File: src/rtl/spi_lcd_pkg.sv
// rtl/spi_lcd_pkg.sv - shared register map, state and FIFO entry types for spi_lcd_target
// Purpose: register offsets, register bit positions, receive FSM states and
//          the {dc, byte} FIFO entry layout used across the block.
// Ports:   none (package).
package spi_lcd_pkg;

  // Register offsets, decoded from address_in[3:2]
  localparam logic [1:0] REG_DATA   = 2'd0;
  localparam logic [1:0] REG_STATUS = 2'd1;
  localparam logic [1:0] REG_CTRL   = 2'd2;

  // DATA register
  localparam int DATA_DC_BIT    = 8;
  localparam int DATA_VALID_BIT = 31;

  // STATUS register
  localparam int ST_EMPTY_BIT = 16;
  localparam int ST_FULL_BIT  = 17;
  localparam int ST_OVF_BIT   = 18;
  localparam int ST_FERR_BIT  = 19;
  localparam int ST_CS_BIT    = 20;

  // CTRL register
  localparam int CTRL_EN_BIT    = 0;
  localparam int CTRL_FLUSH_BIT = 1;

  typedef enum logic {
    IDLE,
    SHIFT
  } rx_state_t;

  typedef struct packed {
    logic       dc;
    logic [7:0] data;
  } fifo_entry_t;

endpackage

File: src/rtl/spi_lcd_target_if.sv
// rtl/spi_lcd_target_if.sv - memory-mapped peripheral bus bundle for spi_lcd_target
// Purpose: groups the single-cycle peripheral bus signals.
// Ports:   address_in/sel_in/read_in/write_mask_in/write_value_in driven by the
//          master; read_value_out/ready_out driven by the slave peripheral.
interface spi_lcd_target_if;
  logic [31:0] address_in;
  logic        sel_in;
  logic        read_in;
  logic [31:0] read_value_out;
  logic [3:0]  write_mask_in;
  logic [31:0] write_value_in;
  logic        ready_out;

  modport master (
    output address_in, sel_in, read_in, write_mask_in, write_value_in,
    input  read_value_out, ready_out
  );

  modport slave (
    input  address_in, sel_in, read_in, write_mask_in, write_value_in,
    output read_value_out, ready_out
  );
endinterface

File: src/rtl/spi_lcd_fifo.sv
// rtl/spi_lcd_fifo.sv - synchronous FIFO of {dc, byte} entries
// Purpose: DEPTH-entry FIFO; simultaneous push and pop both take effect even
//          when full, flush empties it and beats any push in the same cycle.
// Ports:   clk, reset_n; push/wr_data; pop/rd_data (head, valid when !empty);
//          flush; full, empty, count.
module spi_lcd_fifo
  import spi_lcd_pkg::*;
#(
  parameter int DEPTH = 16
) (
  input  logic                     clk,
  input  logic                     reset_n,
  input  logic                     push,
  input  fifo_entry_t              wr_data,
  input  logic                     pop,
  output fifo_entry_t              rd_data,
  input  logic                     flush,
  output logic                     full,
  output logic                     empty,
  output logic [$clog2(DEPTH):0]   count
);
  localparam int AW = $clog2(DEPTH);
  localparam logic [AW:0] FULL_COUNT = (AW+1)'(DEPTH);

  fifo_entry_t   mem [DEPTH];
  logic [AW-1:0] wr_ptr, rd_ptr;
  logic          do_push, do_pop;

  assign empty   = (count == '0);
  assign full    = (count == FULL_COUNT);
  assign do_pop  = pop & ~empty & ~flush;
  // A pop in the same cycle frees the slot, so a push into a full FIFO is accepted.
  assign do_push = push & (~full | do_pop) & ~flush;
  assign rd_data = mem[rd_ptr];

  always_ff @(posedge clk) begin
    if (do_push) mem[wr_ptr] <= wr_data;
  end

  always_ff @(posedge clk) begin
    if (!reset_n || flush) begin
      wr_ptr <= '0;
      rd_ptr <= '0;
      count  <= '0;
    end else begin
      if (do_push) wr_ptr <= wr_ptr + 1'b1;
      if (do_pop)  rd_ptr <= rd_ptr + 1'b1;
      count <= count + {{AW{1'b0}}, do_push} - {{AW{1'b0}}, do_pop};
    end
  end
endmodule

File: src/rtl/spi_lcd_target.sv
// rtl/spi_lcd_target.sv - SPI mode-0 LCD link target with bus-visible receive FIFO
// Purpose: oversamples spi_clk/spi_mosi/spi_cs_n/lcd_dc in the clk domain,
//          assembles MSB-first bytes tagged with dc, buffers them, and exposes
//          DATA/STATUS/CTRL registers on the peripheral bus.
// Ports:   clk, reset_n (sync, active low); spi_clk, spi_mosi, spi_cs_n,
//          lcd_dc (async SPI link inputs); bus (peripheral bus slave).
module spi_lcd_target
  import spi_lcd_pkg::*;
#(
  parameter int FIFO_DEPTH  = 16,
  parameter int SYNC_STAGES = 2
) (
  input  logic             clk,
  input  logic             reset_n,
  input  logic             spi_clk,
  input  logic             spi_mosi,
  input  logic             spi_cs_n,
  input  logic             lcd_dc,
  spi_lcd_target_if.slave  bus
);
  localparam int CW = $clog2(FIFO_DEPTH) + 1;

  // ---------------- input synchronizers ----------------
  logic [SYNC_STAGES-1:0] sclk_pipe, mosi_pipe, cs_pipe, dc_pipe;
  logic sclk_prev, cs_prev;
  logic sclk_s, mosi_s, cs_s, dc_s;
  logic sclk_rise, cs_fall, cs_rise;

  // cs_n chain and its edge history reset low: a frame still in progress when
  // reset releases never shows a falling edge, so it is ignored until cs_n
  // goes high and falls again.
  always_ff @(posedge clk) begin
    if (!reset_n) begin
      sclk_pipe <= '0;
      mosi_pipe <= '0;
      cs_pipe   <= '0;
      dc_pipe   <= '0;
      sclk_prev <= 1'b0;
      cs_prev   <= 1'b0;
    end else begin
      sclk_pipe <= {sclk_pipe[SYNC_STAGES-2:0], spi_clk};
      mosi_pipe <= {mosi_pipe[SYNC_STAGES-2:0], spi_mosi};
      cs_pipe   <= {cs_pipe[SYNC_STAGES-2:0], spi_cs_n};
      dc_pipe   <= {dc_pipe[SYNC_STAGES-2:0], lcd_dc};
      sclk_prev <= sclk_s;
      cs_prev   <= cs_s;
    end
  end

  assign sclk_s    = sclk_pipe[SYNC_STAGES-1];
  assign mosi_s    = mosi_pipe[SYNC_STAGES-1];
  assign cs_s      = cs_pipe[SYNC_STAGES-1];
  assign dc_s      = dc_pipe[SYNC_STAGES-1];
  assign sclk_rise = sclk_s & ~sclk_prev;
  assign cs_fall   = cs_prev & ~cs_s;
  assign cs_rise   = cs_s & ~cs_prev;

  // ---------------- bus decode ----------------
  logic        sel_rd, wr_any, st_wr, ctrl_wr, flush, fifo_pop;
  logic [1:0]  reg_addr;
  logic [31:0] wdata;

  assign reg_addr = bus.address_in[3:2];
  assign wdata    = bus.write_value_in;
  assign sel_rd   = bus.sel_in & bus.read_in;
  assign wr_any   = bus.sel_in & (|bus.write_mask_in);
  assign st_wr    = wr_any & (reg_addr == REG_STATUS) & bus.write_mask_in[2];
  assign ctrl_wr  = wr_any & (reg_addr == REG_CTRL) & bus.write_mask_in[0];
  assign flush    = ctrl_wr & wdata[CTRL_FLUSH_BIT];
  assign fifo_pop = sel_rd & (reg_addr == REG_DATA);

  // ---------------- receive FSM ----------------
  rx_state_t   state, state_n;
  logic [2:0]  bit_cnt, bit_cnt_n;
  logic [6:0]  shift_q, shift_n;
  logic        push_q, push_n;
  fifo_entry_t push_entry, entry_n;
  logic        ferr_set;
  logic        enable;

  always_ff @(posedge clk) begin
    if (!reset_n) begin
      state      <= IDLE;
      bit_cnt    <= 3'd0;
      shift_q    <= 7'd0;
      push_q     <= 1'b0;
      push_entry <= '0;
    end else begin
      state      <= state_n;
      bit_cnt    <= bit_cnt_n;
      shift_q    <= shift_n;
      push_q     <= push_n;
      push_entry <= entry_n;
    end
  end

  always_comb begin
    state_n   = state;
    bit_cnt_n = bit_cnt;
    shift_n   = shift_q;
    push_n    = 1'b0;
    entry_n   = push_entry;
    ferr_set  = 1'b0;
    case (state)
      IDLE: begin
        if (enable && cs_fall) begin
          state_n   = SHIFT;
          bit_cnt_n = 3'd0;
        end
      end
      SHIFT: begin
        if (!enable) begin
          state_n = IDLE;
        end else if (cs_rise) begin
          state_n  = IDLE;
          ferr_set = (bit_cnt != 3'd0);
        end else if (sclk_rise) begin
          shift_n   = {shift_q[5:0], mosi_s};
          bit_cnt_n = bit_cnt + 3'd1;
          // Eighth bit: the byte is complete; the FIFO write lands next cycle.
          if (bit_cnt == 3'd7) begin
            push_n       = 1'b1;
            entry_n.dc   = dc_s;
            entry_n.data = {shift_q, mosi_s};
          end
        end
      end
      default: state_n = IDLE;
    endcase
  end

  // ---------------- FIFO ----------------
  fifo_entry_t     head;
  logic            fifo_full, fifo_empty;
  logic [CW-1:0]   fifo_count;

  spi_lcd_fifo #(.DEPTH(FIFO_DEPTH)) u_fifo (
    .clk     (clk),
    .reset_n (reset_n),
    .push    (push_q),
    .wr_data (push_entry),
    .pop     (fifo_pop),
    .rd_data (head),
    .flush   (flush),
    .full    (fifo_full),
    .empty   (fifo_empty),
    .count   (fifo_count)
  );

  // ---------------- sticky flags and control ----------------
  logic overflow, frame_err, ovf_set;

  // Dropped only when full with no same-cycle pop; a flush discards silently.
  assign ovf_set = push_q & fifo_full & ~fifo_pop & ~flush;

  always_ff @(posedge clk) begin
    if (!reset_n) begin
      overflow  <= 1'b0;
      frame_err <= 1'b0;
      enable    <= 1'b1;
    end else begin
      overflow  <= ovf_set  | (overflow  & ~(st_wr & wdata[ST_OVF_BIT]));
      frame_err <= ferr_set | (frame_err & ~(st_wr & wdata[ST_FERR_BIT]));
      if (ctrl_wr) enable <= wdata[CTRL_EN_BIT];
    end
  end

  // ---------------- read mux ----------------
  logic [31:0] rdata;

  always_comb begin
    rdata = '0;
    if (sel_rd) begin
      case (reg_addr)
        REG_DATA: begin
          if (!fifo_empty) begin
            rdata[7:0]            = head.data;
            rdata[DATA_DC_BIT]    = head.dc;
            rdata[DATA_VALID_BIT] = 1'b1;
          end
        end
        REG_STATUS: begin
          rdata[8:0]          = 9'(fifo_count);
          rdata[ST_EMPTY_BIT] = fifo_empty;
          rdata[ST_FULL_BIT]  = fifo_full;
          rdata[ST_OVF_BIT]   = overflow;
          rdata[ST_FERR_BIT]  = frame_err;
          rdata[ST_CS_BIT]    = ~cs_s;
        end
        REG_CTRL: rdata[CTRL_EN_BIT] = enable;
        default: rdata = '0;
      endcase
    end
  end

  assign bus.read_value_out = rdata;
  assign bus.ready_out      = bus.sel_in;

  logic unused_bus;
  assign unused_bus = ^{bus.address_in[31:4], bus.address_in[1:0],
                        wdata[31:20], wdata[17:2],
                        bus.write_mask_in[3], bus.write_mask_in[1]};
endmodule

File: src/flat_wrapper.sv
// flat-port wrapper written by rule: the top's interface ports become plain ports
module spi_lcd_target_flat import spi_lcd_pkg::*;
#(
  parameter int FIFO_DEPTH  = 16,
  parameter int SYNC_STAGES = 2
)
  (clk, reset_n, spi_clk, spi_mosi, spi_cs_n, lcd_dc, bus_address_in, bus_sel_in, bus_read_in, bus_write_mask_in, bus_write_value_in, bus_read_value_out, bus_ready_out);
  spi_lcd_target_if bus_i ();
  input  logic clk;
  input  logic reset_n;
  input  logic spi_clk;
  input  logic spi_mosi;
  input  logic spi_cs_n;
  input  logic lcd_dc;
  input wire logic [$bits(bus_i.address_in)-1:0] bus_address_in;
  input wire logic [$bits(bus_i.sel_in)-1:0] bus_sel_in;
  input wire logic [$bits(bus_i.read_in)-1:0] bus_read_in;
  input wire logic [$bits(bus_i.write_mask_in)-1:0] bus_write_mask_in;
  input wire logic [$bits(bus_i.write_value_in)-1:0] bus_write_value_in;
  output wire logic [$bits(bus_i.read_value_out)-1:0] bus_read_value_out;
  output wire logic [$bits(bus_i.ready_out)-1:0] bus_ready_out;
  assign bus_i.address_in = bus_address_in;
  assign bus_i.sel_in = bus_sel_in;
  assign bus_i.read_in = bus_read_in;
  assign bus_i.write_mask_in = bus_write_mask_in;
  assign bus_i.write_value_in = bus_write_value_in;
  assign bus_read_value_out = bus_i.read_value_out;
  assign bus_ready_out = bus_i.ready_out;
  spi_lcd_target #(.FIFO_DEPTH(FIFO_DEPTH), .SYNC_STAGES(SYNC_STAGES)) u_core (.clk(clk), .reset_n(reset_n), .spi_clk(spi_clk), .spi_mosi(spi_mosi), .spi_cs_n(spi_cs_n), .lcd_dc(lcd_dc), .bus(bus_i));
endmodule
File: config.mk
export PLATFORM = sky130hd
export DESIGN_NAME = spi_lcd_target_flat
export DESIGN_NICKNAME = d
export VERILOG_FILES = /design/src/rtl/spi_lcd_pkg.sv /design/src/rtl/spi_lcd_target_if.sv /design/src/rtl/spi_lcd_fifo.sv /design/src/rtl/spi_lcd_target.sv /design/src/flat_wrapper.sv
export SDC_FILE = /design/constraint.sdc
export NUM_CORES = 1
export LEC_CHECK = 0
export ABC_AREA = 1
export CAP_MARGIN = 25
export CORE_MARGIN = 3
export CORE_UTILIZATION = 35
export DETAILED_ROUTE_END_ITERATION = 6
export PLACE_DENSITY = 0.64
export SETUP_SLACK_MARGIN = 0.05
export SYNTH_ARGS = -nofsm -noshare
export SYNTH_HDL_FRONTEND = slang
export SYNTH_SLANG_ARGS = --single-unit
File: constraint.sdc
create_clock -name clk -period 6.7 [get_ports clk]
set_input_delay 2.01 -clock clk [delete_from_list [all_inputs] [get_ports clk]]
set_output_delay 2.01 -clock clk [all_outputs]
set_load 0.1 [all_outputs]
# == After elaboration in Yosys (flattened, before gate mapping) ==
# Memory sizes are Yosys's and may differ from the RTL's. A register that Yosys moved wholly into a read port is not among the register bits.
# Index checks and enable logic that the tools add are counted.
# classes
reduce_logical,11
n_div,0
n_bitwise,39
multipliers,0
muxes,24
n_addsub,5
eq_ne,8
n_lt_le_gt_ge,0
shift,0
# ops
cell,n
$mux W32,1
$and A1 B1 Y1,22
$pmux W8 S2,1
$not A1 Y1,14
$mux W3,4
$mux W1,11
$mux W9,1
$add A4 B1 Y4 const B,2
$mux W4,2
$reduce_and A4 Y1,2
$pmux W3 S2,1
$add A5 B1 Y5,1
$eq A5 B5 Y1 const B,1
$logic_not A5 Y1,1
$mux W5,1
$reduce_and A5 Y1,1
$reduce_or A5 Y1,1
$sub A5 B1 Y5,1
$ne A2 B1 Y1 const B,2
$ne A2 B2 Y1 const B,2
$reduce_or A4 Y1,1
$add A3 B1 Y3 const B,1
$eq A3 B3 Y1 const B,1
$or A1 B1 Y1,3
9 further kinds,9
# totals
word_cells,106
reg_bits,47
latch_bits,0
memories,1
in_bits,76
ramBits,144
romBits,0
output_inout_bits,33
# mem_list
name,depth,word_bits,rd,rd_clocked_by_memory_dff,write_ports,line_no,text
u_core.u_fifo.mem,16,9,1,1,1,spi_lcd_fifo.sv:25,fifo_entry_t mem [DEPTH];

# == Logic depth before layout (Yosys ltp) ==
# logic_depth
ltp_word,12
mapped_depth,19
mapped_depth_nobuf,19

# == By module ==
# From an unflattened synthesis, not the netlist that was laid out.
# unflattened
cells_unflattened,938
hier_area_um2,8805.9
# modules_own_cells
mod,area_per_inst_um2,seq_area_each_um2,cells_each,instances
spi_lcd_fifo,7196.9,4664.5,718,1
spi_lcd_target,1609.0,680.7,220,1

# == Worst setup path before layout ==
# No wires, ideal clock.
# synth_timing
kind,input -> output
from,input port bus_address_in[2]
to,output port bus_read_value_out[0]
setup_slack_ns,0.676
required_ns,4.690
cell_stages,6
t_arrival_ns,4.014
path_buffers,0
path_cell_list,inv_1 nor2_1 nand2_1 o31ai_1 inv_1 a21oi_1
# synth_via
elab_chain_len,3
elab_cells_between_ends,5
classes_between,eq/ne (2); mux (2); reduce/logical (1)
# synth_rtl
element,line_no,text
"start, declared",flat_wrapper.sv:15,input wire logic [$bits(bus_i.address_in)-1:0] bus_address_in;
"$eq A2 B2 Y1, or another cell as far along",spi_lcd_target.sv:174,case (reg_addr)
$pmux W1 S3 *,spi_lcd_target.sv:174,
$mux W32 *,spi_lcd_target.sv:173,if (sel_rd) begin
"end, declared",flat_wrapper.sv:20,output wire logic [$bits(bus_i.read_value_out)-1:0] bus_read_value_out;
# Mark *: on every way between the ends. The rest lies on a longest branch, timed or not.

# == Final worst setup path ==
# Ends and elaborated chain as after synthesis.

==> parameters.txt <==
Parameter                              Value

Layout
  Layout Cells excl Fill    1199
  N_diodes    0
  Count of filler cells inserted in the layout    2254
  Layout overhead on the synthesized area    12.8%
  Post-layout net count    964
  Final design area excluding fillers    9450 sq um
  Layout cells sized above 1    8.01%

Synth
  Ys Warns    0
  Cell with the most instances after synthesis    nand2_1
  Average cell area after synthesis    9.86 sq um
  Top_reg_cell synth    edfxtp_1
  Number of flops mapped to enable cells by yosys    144
  Synthesized area    8380 sq um
  Number of flip-flops and latches in the synthesized netlist    195
  Dominant cell type by area after synthesis    edfxtp_1
  Cells taking the most area after synthesis    edfxtp_1 52%, dfxtp_1 12%, nand2_1 8.7%
  Number of different library cells in the post-synthesis netlist    30
  Post-synth top cells    194 x nand2_1, 144 x edfxtp_1, 108 x inv_1, 90 x nor2_1, 72 x nand3_1
  Yosys top cell area share    51.6%
  Post-Synthesis Cells    850
  Share of synthesized area occupied by flip-flops and latches    63.8%
  Async set-reset flop share out of synthesis    0%

Routing
  Via count of the routed design    5656
  DRT Wirelength    17700 um
  WL per Instance    14.8 um
  Detailed-route DRC error count    0
  Average via count per standard cell    4.72
  Number of violations reported at the end of detailed-routing iteration 0    442
  Antenna-violating nets left    0
  Detailed-routing iteration count for the pre-antenna-repair pass    5

Power
  Maximum vdd drop    222 uV
  Power density relative to cell area    264 nW/um^2
  Leak pwr    3.74 nW

STA
  Final-report setup violation count    0
  Worst max-slew margin expressed relative to the limit    35.8%
  Period utilisation layout    85.1%
  Final slew viol count    0
  RSZ-0062 raised after global routing    false
  Peak Freq    175 MHz
  Final Skew    7.67 ps
  Worst-margin pin slew    959 ps
  Post-route setup TNS    0 ps
  Minimum setup slack in the final design    997 ps
  Final Hold Violating Endpoints    0
  Min Clock Period, post-route    5700 ps

Clock tree
  Clock latency on the worst-skew pair    430 ps
  # clock sinks    195
  CTS root buf    clkbuf_16
  Clock-pin slew on the worst setup and hold paths    70 ps
  Number of H-tree branching levels    4
  Number of resized instances in the post-cts repair step    0
  Bufs on Longest Clock Path    2
  Hold bufs inserted after CTS    0
  Post-CTS setup buffer count    0
  Clock tree from TritonCTS    done
  Total CTS buffers    17

Floorplan
  Vertical die dimension    161 um
  Standard-cell row count    55
  Effective utilization at floorplan    36.3%
  Die width    161 um
  Core Footprint    23100 sq um
  Die outline area    25800 sq um
  Total I/O pin count    109

GRT
  All-Layer GR Usage    13.7%
  Largest net degree at the start of global routing    73
  Number of global-route vias before repair    5379
  Total congestion overflow    0
  Initial antenna violation count    0
  Wire length of the first global-routing pass    27900 um

Placement
  Placed cells    1167
  Final weighted congestion in routability-driven placement    0.779
  Post-DP HPWL    10900 um
  Post-placement setup slack    1010 ps
  Number of buffers added on ports    31
  Cell Area, Placed    8860 sq um

Critical path
  Critical path type    in -> out
  Library cell contributing the largest single delay on the critical path    clkdlybuf4s50_1
  Most used cell, CP    inv_1
  Capturing element type of the critical path    primary output
  Largest incremental delay on the critical path    520 ps
  Critical register-to-register path startpoint    u_core.u_fifo.count[2]$_SDFF_PP0_
  Element type at the critical path start    primary input
  Required time reported for the critical path endpoint    4690 ps
  Register-to-register setup slack    3810 ps
  Worst path cell trace    clkdlybuf4s50_1 -> inv_1 -> nor2_1 -> nand2_1 -> o31ai_1 -> inv_1 -> a21oi_1 -> buf_4
  Arrival time at the worst endpoint    3690 ps
  Path depth of the worst reg2reg path    17
  Destination of the worst register-to-register timing path    u_core.u_fifo.count[4]$_SDFF_PP0_
  Highest fanout seen on the critical path    8

Min path
  Hold Path Sink    u_core.cs_pipe[1]$_SDFF_PN0_
  Hold WC Path Type    reg -> reg
  Startpoint of the tightest hold check path    u_core.cs_pipe[0]$_SDFF_PN0_
  Worst hold path stage count    2

Job
  Max_cap viols    0

Status
  Run status    completed
[metrics by stage]
step                      hold WS (ps)  power, W  utilization [%]
after detailed placement           404   0.00152             38.4
after floorplan                    390   0.00149                -
after CTS                          423   0.00250             41.0
after global routing               444   0.00256             41.0
final                              418   0.00249             41.0
after global placement             400   0.00151             38.4
[where the power goes]
part	switching (W)	internal [W]	leakage, nW
sequential	0.00000822	0.00129	1.67
combinational	0.000142	0.0000500	1.78
clock	0.000462	0.000541	0.295
[flip-flops by register name, summed over array words and instances, names as in the netlist, 2 cells and up, named ones only]
register	cells
u_core.u_fifo.wr_ptr	4
u_core.cs_pipe	2
u_core.mosi_pipe	2
u_core.dc_pipe	2
u_core.bit_cnt	3
u_core.sclk_pipe	2
u_core.u_fifo.count	5
u_core.shift_q	7
u_core.u_fifo.rd_ptr	4
u_core.u_fifo.mem	144
u_core.push_entry	9
[kinds of logic (layout without fill, tap and decap cells)]
group                    count (synthesis)  count (layout)  synth area share [%]
XOR/XNOR                                 3               3                 0.314
buffers and inverters                  164             184                  8.68
flip-flops                             195             195                  63.8
AO/OA/AOI/OAI                           99              99                  6.36
AND/OR/NAND/NOR                        373             373                  18.5
other                                    1              17                0.0448
adder cells (fa/ha/maj)                 15              15                  2.33
[layout by cell type (no fill, tap or decap), drive strengths merged, types with 4 or more instances in the layout]
cell and instances:
o22ai 8, clkdlybuf4s50 15, ha 14, dfxtp 51
edfxtp 144, a21oi 32, nand3 72, nand2 201
nor2 92, clkbuf 21, inv 121, o21ai 48
nand4 4, o211ai 9, buf 21, conb 17
clkinv 6
[layout make-up]
type,instances,area (sq um),share of cell area (%)
sequential,195,5350,56.6
clock inverter,11,101,1.07
multi-input combinational,507,2370,25.0
inverter,116,438,4.63
clock buffer,21,492,5.20
tap,313,392,4.14
timing repair buffer,36,315,3.34
[critical path, delay by kind of cell]
kind	cells	cell delay [ps]
compound gates	2	230
buf+inv	4	970
simple gates	2	500
[metal layers]
metal  up-vias  wire length, um  global-route usage, %  share of wire, %
li1       2800                -                      -                 -
met1      2691             7930                   17.8                45
met2       142             8590                   23.1                49
met3        23              800                   2.24               4.5
met4         0              375                   5.16               2.1
met5         -                0                      0                 0
[worst max-delay path by stage]
stage          cells past startpoint         startpoint                    end  slack (ps)
6_report                           8  bus_address_in[2]  bus_read_value_out[0]        1000
3_5_place_dp                       8  bus_address_in[2]  bus_read_value_out[0]        1010
2_1_floorplan                      6  bus_address_in[2]  bus_read_value_out[0]         680
3_3_place_gp                       8  bus_address_in[2]  bus_read_value_out[0]        1030
5_1_grt                            8  bus_address_in[2]  bus_read_value_out[0]         860
4_1_cts                            8  bus_address_in[2]  bus_read_value_out[0]        1010
Note: power is estimated with default switching activity, not from simulation.
